<file path="src/rtl/loop_controller_if.sv">
// Decode/fetch-side signal bundle for the loop controller.
// No valid/ready pair exists here: the bracket strobes, cell_zero and pc are qualified by the
// cycle they appear in, stall_in=0 is the only acceptance condition, and a stalled cycle
// is presented again unchanged.
interface loop_controller_if #(
    parameter int PC_WIDTH    = 16,
    parameter int STACK_DEPTH = 16
);
    localparam int LEVEL_WIDTH = $clog2(STACK_DEPTH + 1);

    logic [PC_WIDTH-1:0]    pc;
    logic                   is_open;
    logic                   is_close;
    logic                   cell_zero;
    logic                   stall_in;
    logic                   pc_write;
    logic                   pc_src;
    logic [PC_WIDTH-1:0]    pc_loaded;
    logic                   squash;
    logic [LEVEL_WIDTH-1:0] loop_level;
    logic                   overflow;
    logic                   underflow;
    logic [1:0]             fsm_state;   // debug view: 0 RUN, 1 SCAN, 2 ERR

    modport master (
        input  pc, is_open, is_close, cell_zero, stall_in,
        output pc_write, pc_src, pc_loaded, squash, loop_level, overflow, underflow, fsm_state
    );

    modport slave (
        output pc, is_open, is_close, cell_zero, stall_in,
        input  pc_write, pc_src, pc_loaded, squash, loop_level, overflow, underflow, fsm_state
    );
endinterface

</file>
<file path="src/rtl/loop_controller.sv">
// Loop sequencer for '[' / ']': return-address stack for taken loops, single-cycle back
// branches, and a forward bracket-matching scan when '[' meets a zero cell.
module loop_controller #(
    parameter int PC_WIDTH    = 16,
    parameter int STACK_DEPTH = 16,
    parameter int SCAN_WIDTH  = 8
) (
    input logic               clk,
    input logic               reset,
    loop_controller_if.master bus
);
    localparam int SP_WIDTH  = $clog2(STACK_DEPTH + 1);
    localparam int IDX_WIDTH = (STACK_DEPTH > 1) ? $clog2(STACK_DEPTH) : 1;
    localparam logic [SP_WIDTH-1:0]   SP_FULL   = SP_WIDTH'(STACK_DEPTH);
    localparam logic [SCAN_WIDTH-1:0] DEPTH_MAX = '1;

    typedef enum logic [1:0] {
        RUN  = 2'd0,
        SCAN = 2'd1,
        ERR  = 2'd2
    } state_t;

    state_t                  state;
    state_t                  state_nxt;
    logic [PC_WIDTH-1:0]     stack [STACK_DEPTH];
    logic [SP_WIDTH-1:0]     sp;
    logic [SP_WIDTH-1:0]     sp_m1;
    logic [SCAN_WIDTH-1:0]   depth;
    logic [SCAN_WIDTH-1:0]   depth_nxt;
    logic                    overflow_r;
    logic                    underflow_r;
    logic                    stack_full;
    logic                    stack_empty;
    logic [PC_WIDTH-1:0]     top;
    logic                    do_push;
    logic                    do_pop;
    logic                    set_ovf;
    logic                    set_unf;
    logic                    write_c;
    logic                    src_c;
    logic                    squash_c;

    assign stack_full  = (sp == SP_FULL);
    assign stack_empty = (sp == '0);
    assign sp_m1       = sp - SP_WIDTH'(1);
    assign top         = stack_empty ? '0 : stack[sp_m1[IDX_WIDTH-1:0]];

    // Decision for the instruction currently at pc; '[' takes priority over ']'.
    always_comb begin
        write_c   = 1'b1;
        src_c     = 1'b0;
        squash_c  = 1'b0;
        do_push   = 1'b0;
        do_pop    = 1'b0;
        set_ovf   = 1'b0;
        set_unf   = 1'b0;
        state_nxt = state;
        depth_nxt = depth;
        case (state)
            RUN: begin
                if (bus.is_open) begin
                    if (!bus.cell_zero) begin
                        if (!stack_full) begin
                            do_push = 1'b1;
                        end else begin
                            set_ovf   = 1'b1;
                            state_nxt = ERR;
                            write_c   = 1'b0;
                        end
                    end else begin
                        squash_c  = 1'b1;
                        depth_nxt = SCAN_WIDTH'(1);
                        state_nxt = SCAN;
                    end
                end else if (bus.is_close) begin
                    if (stack_empty) begin
                        set_unf   = 1'b1;
                        state_nxt = ERR;
                        write_c   = bus.cell_zero;
                    end else if (!bus.cell_zero) begin
                        src_c = 1'b1;
                    end else begin
                        do_pop = 1'b1;
                    end
                end
            end
            SCAN: begin
                squash_c = 1'b1;
                if (bus.is_open) begin
                    if (depth == DEPTH_MAX) begin
                        set_ovf   = 1'b1;
                        state_nxt = ERR;
                    end else begin
                        depth_nxt = depth + SCAN_WIDTH'(1);
                    end
                end else if (bus.is_close) begin
                    depth_nxt = depth - SCAN_WIDTH'(1);
                    if (depth == SCAN_WIDTH'(1)) state_nxt = RUN;
                end
            end
            default: begin
                write_c  = 1'b0;
                squash_c = 1'b1;
            end
        endcase
    end

    // A stalled cycle still shows the pending decision; only the PC enable is withheld.
    always_comb begin
        bus.pc_write  = reset & write_c & ~bus.stall_in;
        bus.pc_src    = reset & src_c;
        bus.squash    = reset & squash_c;
        bus.pc_loaded = reset ? top : '0;
    end

    assign bus.loop_level = sp;
    assign bus.overflow   = overflow_r;
    assign bus.underflow  = underflow_r;
    assign bus.fsm_state  = state;

    always_ff @(posedge clk or negedge reset) begin
        if (!reset) begin
            state       <= RUN;
            sp          <= '0;
            depth       <= '0;
            overflow_r  <= 1'b0;
            underflow_r <= 1'b0;
        end else if (!bus.stall_in) begin
            state <= state_nxt;
            depth <= depth_nxt;
            if (do_push) sp <= sp + SP_WIDTH'(1);
            if (do_pop)  sp <= sp_m1;
            if (set_ovf) overflow_r  <= 1'b1;
            if (set_unf) underflow_r <= 1'b1;
        end
    end

    // Stack storage carries no reset; entries above sp are never observed.
    always_ff @(posedge clk) begin
        if (reset && !bus.stall_in && do_push) begin
            stack[sp[IDX_WIDTH-1:0]] <= bus.pc + PC_WIDTH'(1);
        end
    end
endmodule

</file>
<file path="src/flat_wrapper.sv">
// flat-port wrapper written by rule: the top's interface ports become plain ports
module loop_controller_flat 
#(
    parameter int PC_WIDTH    = 16,
    parameter int STACK_DEPTH = 16,
    parameter int SCAN_WIDTH  = 8
)
  (clk, reset, bus_pc, bus_is_open, bus_is_close, bus_cell_zero, bus_stall_in, bus_pc_write, bus_pc_src, bus_pc_loaded, bus_squash, bus_loop_level, bus_overflow, bus_underflow, bus_fsm_state);
  loop_controller_if #(.PC_WIDTH(PC_WIDTH), .STACK_DEPTH(STACK_DEPTH)) bus_i ();
  input logic clk;
  input logic reset;
  input wire logic [$bits(bus_i.pc)-1:0] bus_pc;
  input wire logic [$bits(bus_i.is_open)-1:0] bus_is_open;
  input wire logic [$bits(bus_i.is_close)-1:0] bus_is_close;
  input wire logic [$bits(bus_i.cell_zero)-1:0] bus_cell_zero;
  input wire logic [$bits(bus_i.stall_in)-1:0] bus_stall_in;
  output wire logic [$bits(bus_i.pc_write)-1:0] bus_pc_write;
  output wire logic [$bits(bus_i.pc_src)-1:0] bus_pc_src;
  output wire logic [$bits(bus_i.pc_loaded)-1:0] bus_pc_loaded;
  output wire logic [$bits(bus_i.squash)-1:0] bus_squash;
  output wire logic [$bits(bus_i.loop_level)-1:0] bus_loop_level;
  output wire logic [$bits(bus_i.overflow)-1:0] bus_overflow;
  output wire logic [$bits(bus_i.underflow)-1:0] bus_underflow;
  output wire logic [$bits(bus_i.fsm_state)-1:0] bus_fsm_state;
  assign bus_i.pc = bus_pc;
  assign bus_i.is_open = bus_is_open;
  assign bus_i.is_close = bus_is_close;
  assign bus_i.cell_zero = bus_cell_zero;
  assign bus_i.stall_in = bus_stall_in;
  assign bus_pc_write = bus_i.pc_write;
  assign bus_pc_src = bus_i.pc_src;
  assign bus_pc_loaded = bus_i.pc_loaded;
  assign bus_squash = bus_i.squash;
  assign bus_loop_level = bus_i.loop_level;
  assign bus_overflow = bus_i.overflow;
  assign bus_underflow = bus_i.underflow;
  assign bus_fsm_state = bus_i.fsm_state;
  loop_controller #(.PC_WIDTH(PC_WIDTH), .STACK_DEPTH(STACK_DEPTH), .SCAN_WIDTH(SCAN_WIDTH)) u_core (.clk(clk), .reset(reset), .bus(bus_i));
endmodule
</file>
<file path="config.mk">
export PLATFORM = sky130hd
export DESIGN_NAME = loop_controller_flat
export DESIGN_NICKNAME = d
export VERILOG_FILES = /design/src/rtl/loop_controller_if.sv /design/src/rtl/loop_controller.sv /design/src/flat_wrapper.sv
export SDC_FILE = /design/constraint.sdc
export NUM_CORES = 1
export LEC_CHECK = 0
export CAP_MARGIN = 5
export CORE_AREA = 2 2 162 164
export DETAILED_ROUTE_END_ITERATION = 12
export DIE_AREA = 0 0 164 166
export GPL_TIMING_DRIVEN = 1
export PLACE_DENSITY_LB_ADDON = 0.1
export SETUP_SLACK_MARGIN = 0.5
export SYNTH_ARGS = -nofsm -noshare
export SYNTH_HDL_FRONTEND = slang
export SYNTH_SLANG_ARGS = --single-unit
</file>
<file path="constraint.sdc">
create_clock -name clk -period 4.1 [get_ports clk]
set_input_delay 1.23 -clock clk [delete_from_list [all_inputs] [get_ports clk]]
set_output_delay 1.23 -clock clk [all_outputs]
set_load 0.05 [all_outputs]
</file>
======== Yosys cells after proc, flatten, opt, wreduce, memory -nomap -nowiden ========
Memory sizes are Yosys's and may differ from the RTL's.
Index checks and enable logic that the tools add are counted.
operators by class
  eq/ne operators ......................... 13
  muxes and demuxes ....................... 53
  bitwise logic cells ..................... 5
  reductions and logical operators ........ 12
  add/sub/neg operators ................... 5
operator list
  kind                                                   number
  2-to-1 mux 8 bit                                       5
  2-to-1 mux 16 bit                                      2
  2-to-1 mux 1 bit                                       31
  2-to-1 mux 2 bit                                       9
  adder 16 x 1 -> 16 bit, second input constant          1
  one-hot mux 8 bit (2 select lines)                     1
  2-to-1 mux 5 bit                                       2
  inequality test 3 x 2 -> 1 bit, second input constant  3
  inequality test 3 bit, second input constant           3
  adder 8 x 1 -> 8 bit, second input constant            1
  equality test 8 x 1 -> 1 bit, second input constant    1
  equality test 8 bit, second input constant             1
  AND reduction 8 bit                                    1
  subtractor 8 x 1 -> 8 bit, second input constant       1
  AND reduction 2 bit                                    3
  AND reduction 6 bit                                    1
  adder 5 x 1 -> 5 bit, second input constant            1
  equality test 5 bit, second input constant             1
  logical NOT 5 bit                                      1
  subtractor 5 x 1 -> 5 bit, second input constant       1
  AND 1 bit                                              4
  inequality test 2 bit, second input constant           2
  inequality test 4 x 3 -> 1 bit, second input constant  1
  one-hot mux 1 bit (2 select lines)                     2
  other kinds (7)                                        9
storage, ports and cells
  RAM bits ................................ 256
  memories kept ........................... 1
  bits in registers ....................... 17
  logic and storage cells ................. 94
memories
  name          words  bits a word  read ports  clocked after Yosys merged registers in  write ports  RTL line               RTL
  u_core.stack  16     16           1           0                                        1            loop_controller.sv:25  logic [PC_WIDTH-1:0] stack [STACK_DEPTH];

======== Longest topological paths before layout ========
Gate-level depths: netlist of the first run.
  word-level depth ........................ 8
  depth in mapped cells ................... 11
  depth with buffers taken out ............ 6

======== Worst setup path after synthesis of the first run ========
No wires, ideal clock.
  kind .................................... register -> output
  start point ............................. reg u_core.sp[0] (netlist: u_core.bus.loop_level[0])
  end point ............................... out bus_pc_loaded[10]
  path slack .............................. -0.449 ns
  buffers on the path ..................... 4
  cell stages (with the launch flop) ...... 10
  data arrival time ....................... 3.319 ns
  data required time ...................... 2.870 ns
  cell sequence ........................... dfrtp_1 > buf_4 > buf_2 > inv_1 > ha_1 > buf_2 > clkbuf_1 > mux4_2 > mux2i_1 > o22ai_1
between the ends
  cells in the longest elaborated chain, start to end .. 4
  elaborated cells on any way between the ends .. 5
RTL lines
  element                    RTL line                RTL
  start: declaration         loop_controller.sv:26   logic [SP_WIDTH-1:0] sp;
  start signal: assignment   loop_controller.sv:131  if (do_push) sp <= sp + SP_WIDTH'(1);
  start signal: assignment   loop_controller.sv:132  if (do_pop) sp <= sp_m1;
  subtractor 5 x 1 -> 5 bit  loop_controller.sv:45   assign sp_m1 = sp - SP_WIDTH'(1);
  memory (16 x 16 bit)       --
  2-to-1 mux 16 bit (*)      loop_controller.sv:46   assign top = stack_empty ? '0 : stack[sp_m1[IDX_WIDTH-1:0]];
  2-to-1 mux 16 bit (*)      loop_controller.sv:113  bus.pc_loaded = reset ? top : '0;
  end: declaration           flat_wrapper.sv:19      output wire logic [$bits(bus_i.pc_loaded)-1:0] bus_pc_loaded;
Mark *: on every way between the ends. The rest lies on a longest branch, timed or not.

======== Final worst setup path of the first run ========
  start point ............................. reg u_core.sp[0] (netlist: u_core.bus.loop_level[0])
  end point ............................... out bus_pc_loaded[11]
Same word-level chain as after synthesis.

==> flow_summary.json, run 1 <==
{
  "yosys.area_share.simple_pct": 4.84,
  "yosysWarnings": 0,
  "grt_usage_pct": 19.9,
  "syn_nets": 629,
  "std_cell_rows": 59,
  "maxCapViolCount": 0,
  "grt_remaining_overflow": 0,
  "numCtsBuffers": 27,
  "crit_slowest_cell": "dfrtp_4",
  "root_buffer": "clkbuf_16",
  "num_io_pins": 50,
  "synth.distinct_cells": 52,
  "synth_top_family_by_area": "multiplexers",
  "worstSkewPairLatency_ns": 0.52,
  "synthAdderAreaFrac_pct": 0.992,
  "critPathBufInv": 3,
  "clk_pin_slew_ns": 0.06,
  "syn_to_final_growth_pct": 28.2,
  "grt_max_degree": 40,
  "cp_top_family": "simple AND/OR/NAND/NOR gates",
  "finClkSkew_ns": 0.00730,
  "antenna_found_initial": 1,
  "cts.sinks": 273,
  "finalPower_mw": 10.6,
  "cts_buffer_depth": 3,
  "hold_violations": 0,
  "synth.area.top_cells": "edfxtp_1 68%, mux4_2 13%, dfrtp_1 3.7%, mux2i_1 2.9%, o22ai_1 1.1%",
  "finalSetupTns_ns": 0,
  "fmax_ghz": 0.262,
  "dieWidth_um": 164,
  "timing.slew.headroom_pct": 20.8,
  "synth_compound_area_share_pct": 3.35,
  "hold_depth": 1,
  "grt_busiest_layer": "met2",
  "dpl_worst_slack_ns": 0.0441,
  "totalWireLength_mm": 26.4,
  "met2_usage_pct": 34.8,
  "first_pass_iters": 5,
  "worst_pin_slew_ns": 1.18,
  "synth_top_area_cell": "edfxtp_1",
  "die_area_um2": 27200,
  "async_reset_ff_share_pct": 6.23,
  "finalNonFillerCells": 1071,
  "ir_worst_vdd_mv": 0.533,
  "initial_utilization_pct": 44.3,
  "io_buffers": 49,
  "ys_seq_elements": 273,
  "place_inst": 1000,
  "post-route-period-util_pct": 93.1,
  "rr_worst_depth": 6,
  "use_met1_pct": 26.6,
  "timing.critical_path.cells": "buf_12 > or3_4 > xor2_2 > or2_4 > buf_16 > o22ai_4 > buf_12",
  "viasPerCell": 5.66,
  "post-route-drc-count": 0,
  "status": "finished, final reports clean",
  "h-tree-depth": 1,
  "drtIter0Drc": 410,
  "synthCells": 598,
  "globalRouteMet3Util_pct": 2.47,
  "stdcell_area_um2": 14500,
  "fin_ws_ns": 0.284,
  "r2r_slack_ns": 1.52,
  "detail_route.wl_per_cell_um": 24.6,
  "min_period_ns": 3.82,
  "synthXorXnorAreaFrac_pct": 1.69,
  "netlist_area_um2": 11300,
  "core-area_um2": 25600,
  "grt_pass1_vias": 6415,
  "critical_path.startpoint_type": "flip-flop",
  "setup_viol": 0,
  "dp_hpwl_mm": 15.9,
  "synthMuxAreaShare_pct": 15.7,
  "critPathMaxFanout": 8,
  "slowest_delay_ns": 0.52,
  "crit_cells": 7,
  "fillers": 1921,
  "worstPathRequired_ns": 2.87,
  "ys_seq_area_share_pct": 71.5,
  "maxSlewViolCount": 0,
  "postPlaceCellArea_um2": 13000,
  "grt_pass1_wl_mm": 39.7,
  "path_class": "flip-flop to output port",
  "power.density_nw_per_um2": 731,
  "synth.top_cell.area_share_pct": 67.7,
  "p_leak_nw": 4.79,
  "ant_nets": 0,
  "cp_data_arrival_time_ns": 2.59,
  "drive_gt1_share_pct": 38.3,
  "cts_tree": "built",
  "rsz0062_at_grt": "yes",
  "vias": 6060,
  "hold_class": "flip-flop to flip-flop",
  "synth-edff-count": 256,
  "avgSynthCellArea_um2": 19.0,
  "place.gp.congestion": 0.796,
  "cpMostUsedCell": "buf_12",
  "synth_flop_cell": "edfxtp_1",
  "worst_setup_path_end_kind": "output port",
  "die-height_um": 166,
  "final_nets": 747,
  "diodes": 0
}
==> report_power, final <==
group	internal, mW	leakage, nW	switching [mW]
clock	1.53	0.452	1.00
combinational	2.39	1.83	2.43
sequential	3.13	2.52	0.151
total	7.05	4.79	3.58
==> registers in the layout, summed over array words and instances, names as in the netlist <==
signal	count
u_core.bus.fsm_state	2
u_core.bus.loop_level	5
u_core.bus.overflow	1
u_core.bus.underflow	1
u_core.depth	8
u_core.stack	256
==> worst register-to-register path, cell delays in order (launching register included) <==
cell and delay [ns]:
dfrtp_1 0.71, nand4bb_1 0.23, nand4_1 0.21, buf_4 0.23
or3_1 0.41, nor2_2 0.12, buf_4 0.33
==> cells in the final DEF (no fill, tap or decap), types with 5 or more instances in the layout <==
master,count
xor2_1,10
mux2i_1,5
o22ai_4,16
mux4_2,64
buf_12,27
or4_1,5
and3_1,6
nor2_2,12
mux2i_4,11
a21oi_1,7
clkbuf_16,28
ha_1,7
nand3_1,13
clkinv_2,6
edfxtp_1,256
nand2_1,13
buf_4,57
dfrtp_1,15
and4_1,5
a21boi_1,5
clkdlybuf4s50_1,26
nand4_1,6
mux2i_2,17
inv_1,8
xnor2_1,9
o31ai_1,5
nor2_1,9
==> through the flow <==
step / hold WS, ns / util (%)
after global placement: 0.454 / 50.9
after detailed placement: 0.467 / 50.9
after floorplan: 0.522 / -
after CTS: 0.482 / 56.4
final: 0.475 / 56.8
after global routing: 0.511 / 56.8
==> kinds of logic after synthesis <==
| kind of cell | Yosys count |
|---|---|
| DFF | 273 |
| muxes | 98 |
| and+or+nand+nor | 98 |
| AOI/OAI and AO/OA | 56 |
| buffers and inverters | 43 |
| xor gates and xnor gates | 21 |
| adders and majority gates | 9 |
==> layer usage <==
metal | vias to the layer above | share of wire, % | wire, um
met5 | - | 0 | 0
met4 | 0 | 2.0 | 531
li1 | 2696 | - | -
met2 | 129 | 52 | 13800
met1 | 3200 | 42 | 11100
met3 | 35 | 3.4 | 906
==> path summary, 6_finish.rpt <==
path                                          start                        to
setup / recovery           u_core.bus.loop_level[0]         bus_pc_loaded[11]
hold / removal                  u_core.bus.overflow       u_core.bus.overflow
setup reg to reg           u_core.bus.loop_level[2]        u_core.stack[3][4]
hold reg to reg                 u_core.bus.overflow       u_core.bus.overflow
max in group asynchronous                     reset  u_core.bus.loop_level[1]
min in group asynchronous                     reset           u_core.depth[0]
==> synthesized netlist by cell type (2+ instances only) <==
cell	n
mux4_2	64
nand2b_1	2
a21oi_1	7
xnor2_1	9
ha_1	9
and4_1	5
and3_1	6
a22oi_1	3
buf_6	3
buf_4	3
dfrtp_1	17
or3b_2	2
o31ai_1	5
or3_1	2
a21boi_1	5
o22ai_1	20
nor3_1	5
nand4_1	6
o21ai_0	4
edfxtp_1	256
nand3_1	14
o21a_1	3
mux2i_1	33
xor2_1	11
or4_1	5
nor2_1	22
nor4_1	3
nand2_1	14
buf_2	18
and2_1	2
clkbuf_1	8
nor3b_1	2
inv_1	10
nor4b_1	2
==> timing repair <==
item / 4_1_cts / 5_1_grt
gates cloned: 3 / 1
setup buffers: 13 / 5
endpoints found under the setup margin: 19 / 17
pin swaps: 11 / 1
hold buffers: 0 / 0
resized for setup: 62 / 3
==> area by class of cell <==
cell class	instances	area, um^2	area share (%)
clock buffers	35	746	5.13
clock inverters	14	178	1.22
inverters	10	45.0	0.310
multi-input cells	282	3600	24.7
flip-flops and latches	273	8120	55.8
well taps	335	419	2.88
repair buffers	122	1440	9.91
No activity file was read; power rests on OpenSTA's default activity.
==> inputs of run 2 (changes only) <==
Settings changed: SLEW_MARGIN set to 20.
==> run 2 against run 1 <==
Against the previous run: non-clock buffer count did not move; wire length hardly changed; worst hold slack hardly changed; critical path depth is the same; die area did not move; combinational power about the same; largest power group unchanged; highest routed layer unchanged.
==> flow_summary.json, run 2 (synthesized netlist as in run 1, its figures left out) <==
{
  "status": "finished, final reports clean",
  "finalSetupTns_ns": 0,
  "top_layer_used": "met4",
  "whs_ns": 0.475,
  "finClkSkew_ns": 0.00854,
  "h-tree-depth": 1,
  "reg2reg_to": "u_core.stack[3][8]",
  "post-route-period-util_pct": 93.1,
  "worstSkewPairLatency_ns": 0.52,
  "rsz0062_at_grt": "yes",
  "maxCapViolCount": 0,
  "finalNonFillerCells": 1071,
  "final_nets": 747,
  "core-area_um2": 25600,
  "die-height_um": 166,
  "initial_utilization_pct": 44.3,
  "p_leak_nw": 4.82,
  "worstPathRequired_ns": 2.87,
  "dieWidth_um": 164,
  "setup_viol": 0,
  "maxSlewViolCount": 0,
  "place.gp.congestion": 0.796,
  "path_class": "flip-flop to output port",
  "drtIter0Drc": 416,
  "fillers": 1914,
  "diodes": 0,
  "worst_setup_path_end_kind": "output port",
  "cp_data_arrival_time_ns": 2.59,
  "cts.sinks": 273,
  "totalWireLength_mm": 26.4,
  "root_buffer": "clkbuf_16",
  "grt_max_degree": 40,
  "timing.slew.headroom_pct": 54.6,
  "syn_to_final_growth_pct": 28.5,
  "grt_remaining_overflow": 0,
  "hp-start": "u_core.bus.overflow",
  "finalPower_mw": 10.6,
  "grt_pass1_vias": 6415,
  "wl_met2_mm": 13.8,
  "power.density_nw_per_um2": 729,
  "largest_reg_flops": 256,
  "io_buffers": 49,
  "first_pass_iters": 5,
  "dp_hpwl_mm": 15.9,
  "numCtsBuffers": 27,
  "hold_depth": 1,
  "drive_gt1_share_pct": 38.9,
  "cts_buffer_depth": 3,
  "min_period_ns": 3.82,
  "grt_pass1_wl_mm": 39.7,
  "vias": 6064,
  "detail_route.wl_per_cell_um": 24.7,
  "wl_met1_mm": 11.0,
  "final_common_cell": "edfxtp_1",
  "post-route-drc-count": 0,
  "ir_worst_vdd_mv": 0.532,
  "critPathMaxFanout": 8,
  "hold_violations": 0,
  "cts_tree": "built",
  "die_area_um2": 27200,
  "layout_common_cells": "256 x edfxtp_1, 64 x mux4_2, 57 x buf_4",
  "hold_class": "flip-flop to flip-flop",
  "holdPathEnd": "u_core.bus.overflow",
  "worst_pin_slew_ns": 0.677,
  "ant_nets": 0,
  "place_inst": 1000,
  "r2r_slack_ns": 1.52,
  "std_cell_rows": 59,
  "fmax_ghz": 0.262,
  "clk_pin_slew_ns": 0.06,
  "dr_wl_met3_mm": 1.05,
  "viasPerCell": 5.66,
  "num_io_pins": 50,
  "critical_path.startpoint_type": "flip-flop",
  "r2r_start": "u_core.bus.loop_level[2]",
  "antenna_found_initial": 1,
  "rr_worst_depth": 6,
  "grt_usage_pct": 19.9
}
==> run 2: changes by cell type in the layout (fill, tap and decap cells not counted) <==
cell     delta
xnor2_1     -4
xnor2_2     +4
==> run 2: layout make-up <==
cell class                      instances  area [um^2]  area share (%)
Tap cell                              335          419            2.88
Inverter                               10         45.0           0.309
Clock buffer                           35          746            5.12
Clock inverter                         14          178            1.22
Sequential cell                       273         8120            55.7
Multi-Input combinational cell        282         3630            24.9
Timing Repair Buffer                  122         1440            9.89
==> run 2: worst max path at each step <==
stage	startpoint	endpoint	slack, ns	depth (start not counted)
after floorplan	u_core.bus.loop_level[0]	bus_pc_loaded[10]	0.47	11
after global placement	reset	bus_pc_loaded[4]	0.11	6
after detailed placement	reset	bus_pc_loaded[14]	0.04	6
after CTS	u_core.bus.loop_level[0]	bus_pc_loaded[11]	0.27	7
after global routing	u_core.bus.loop_level[0]	bus_pc_loaded[11]	0.22	7
final	u_core.bus.loop_level[0]	bus_pc_loaded[6]	0.28	7
==> run 2: routing by layer <==
metal,global-route usage [%],vias up
met3,2.47,37
met2,34.8,134
met4,4.81,0
met1,26.6,3199
met5,0,-
li1,-,2694
==> run 2: metrics by stage <==
stage	setup WS, ns	utilization, %	area (um^2)
after floorplan	0.471	-	11600
after global placement	0.107	50.9	13000
after detailed placement	0.0441	50.9	13000
after CTS	0.269	56.4	14400
after global routing	0.220	56.9	14600
final	0.281	56.9	14600
==> run 2: worst max-delay path: stages (launching register included) <==
cell     delay [ns]
dfrtp_4        0.52
buf_12         0.15
or3_4          0.38
xor2_2         0.16
or2_4          0.31
buf_16         0.18
o22ai_4        0.20
buf_12         0.16
==> run 2: repair_timing <==
item | CTS | global route
hold buffers | 0 | 0
resized for setup | 62 | 3
setup endpoints to repair | 19 | 17
cloned | 3 | 1
buffers inserted | 13 | 5
pin swaps | 11 | 1
==> run 2: report_power, final <==
| part | leakage (nW) | internal, mW | switching [mW] |
|---|---|---|---|
| combinational | 1.85 | 2.39 | 2.43 |
| clock | 0.452 | 1.53 | 1.00 |
| sequential | 2.52 | 3.13 | 0.150 |
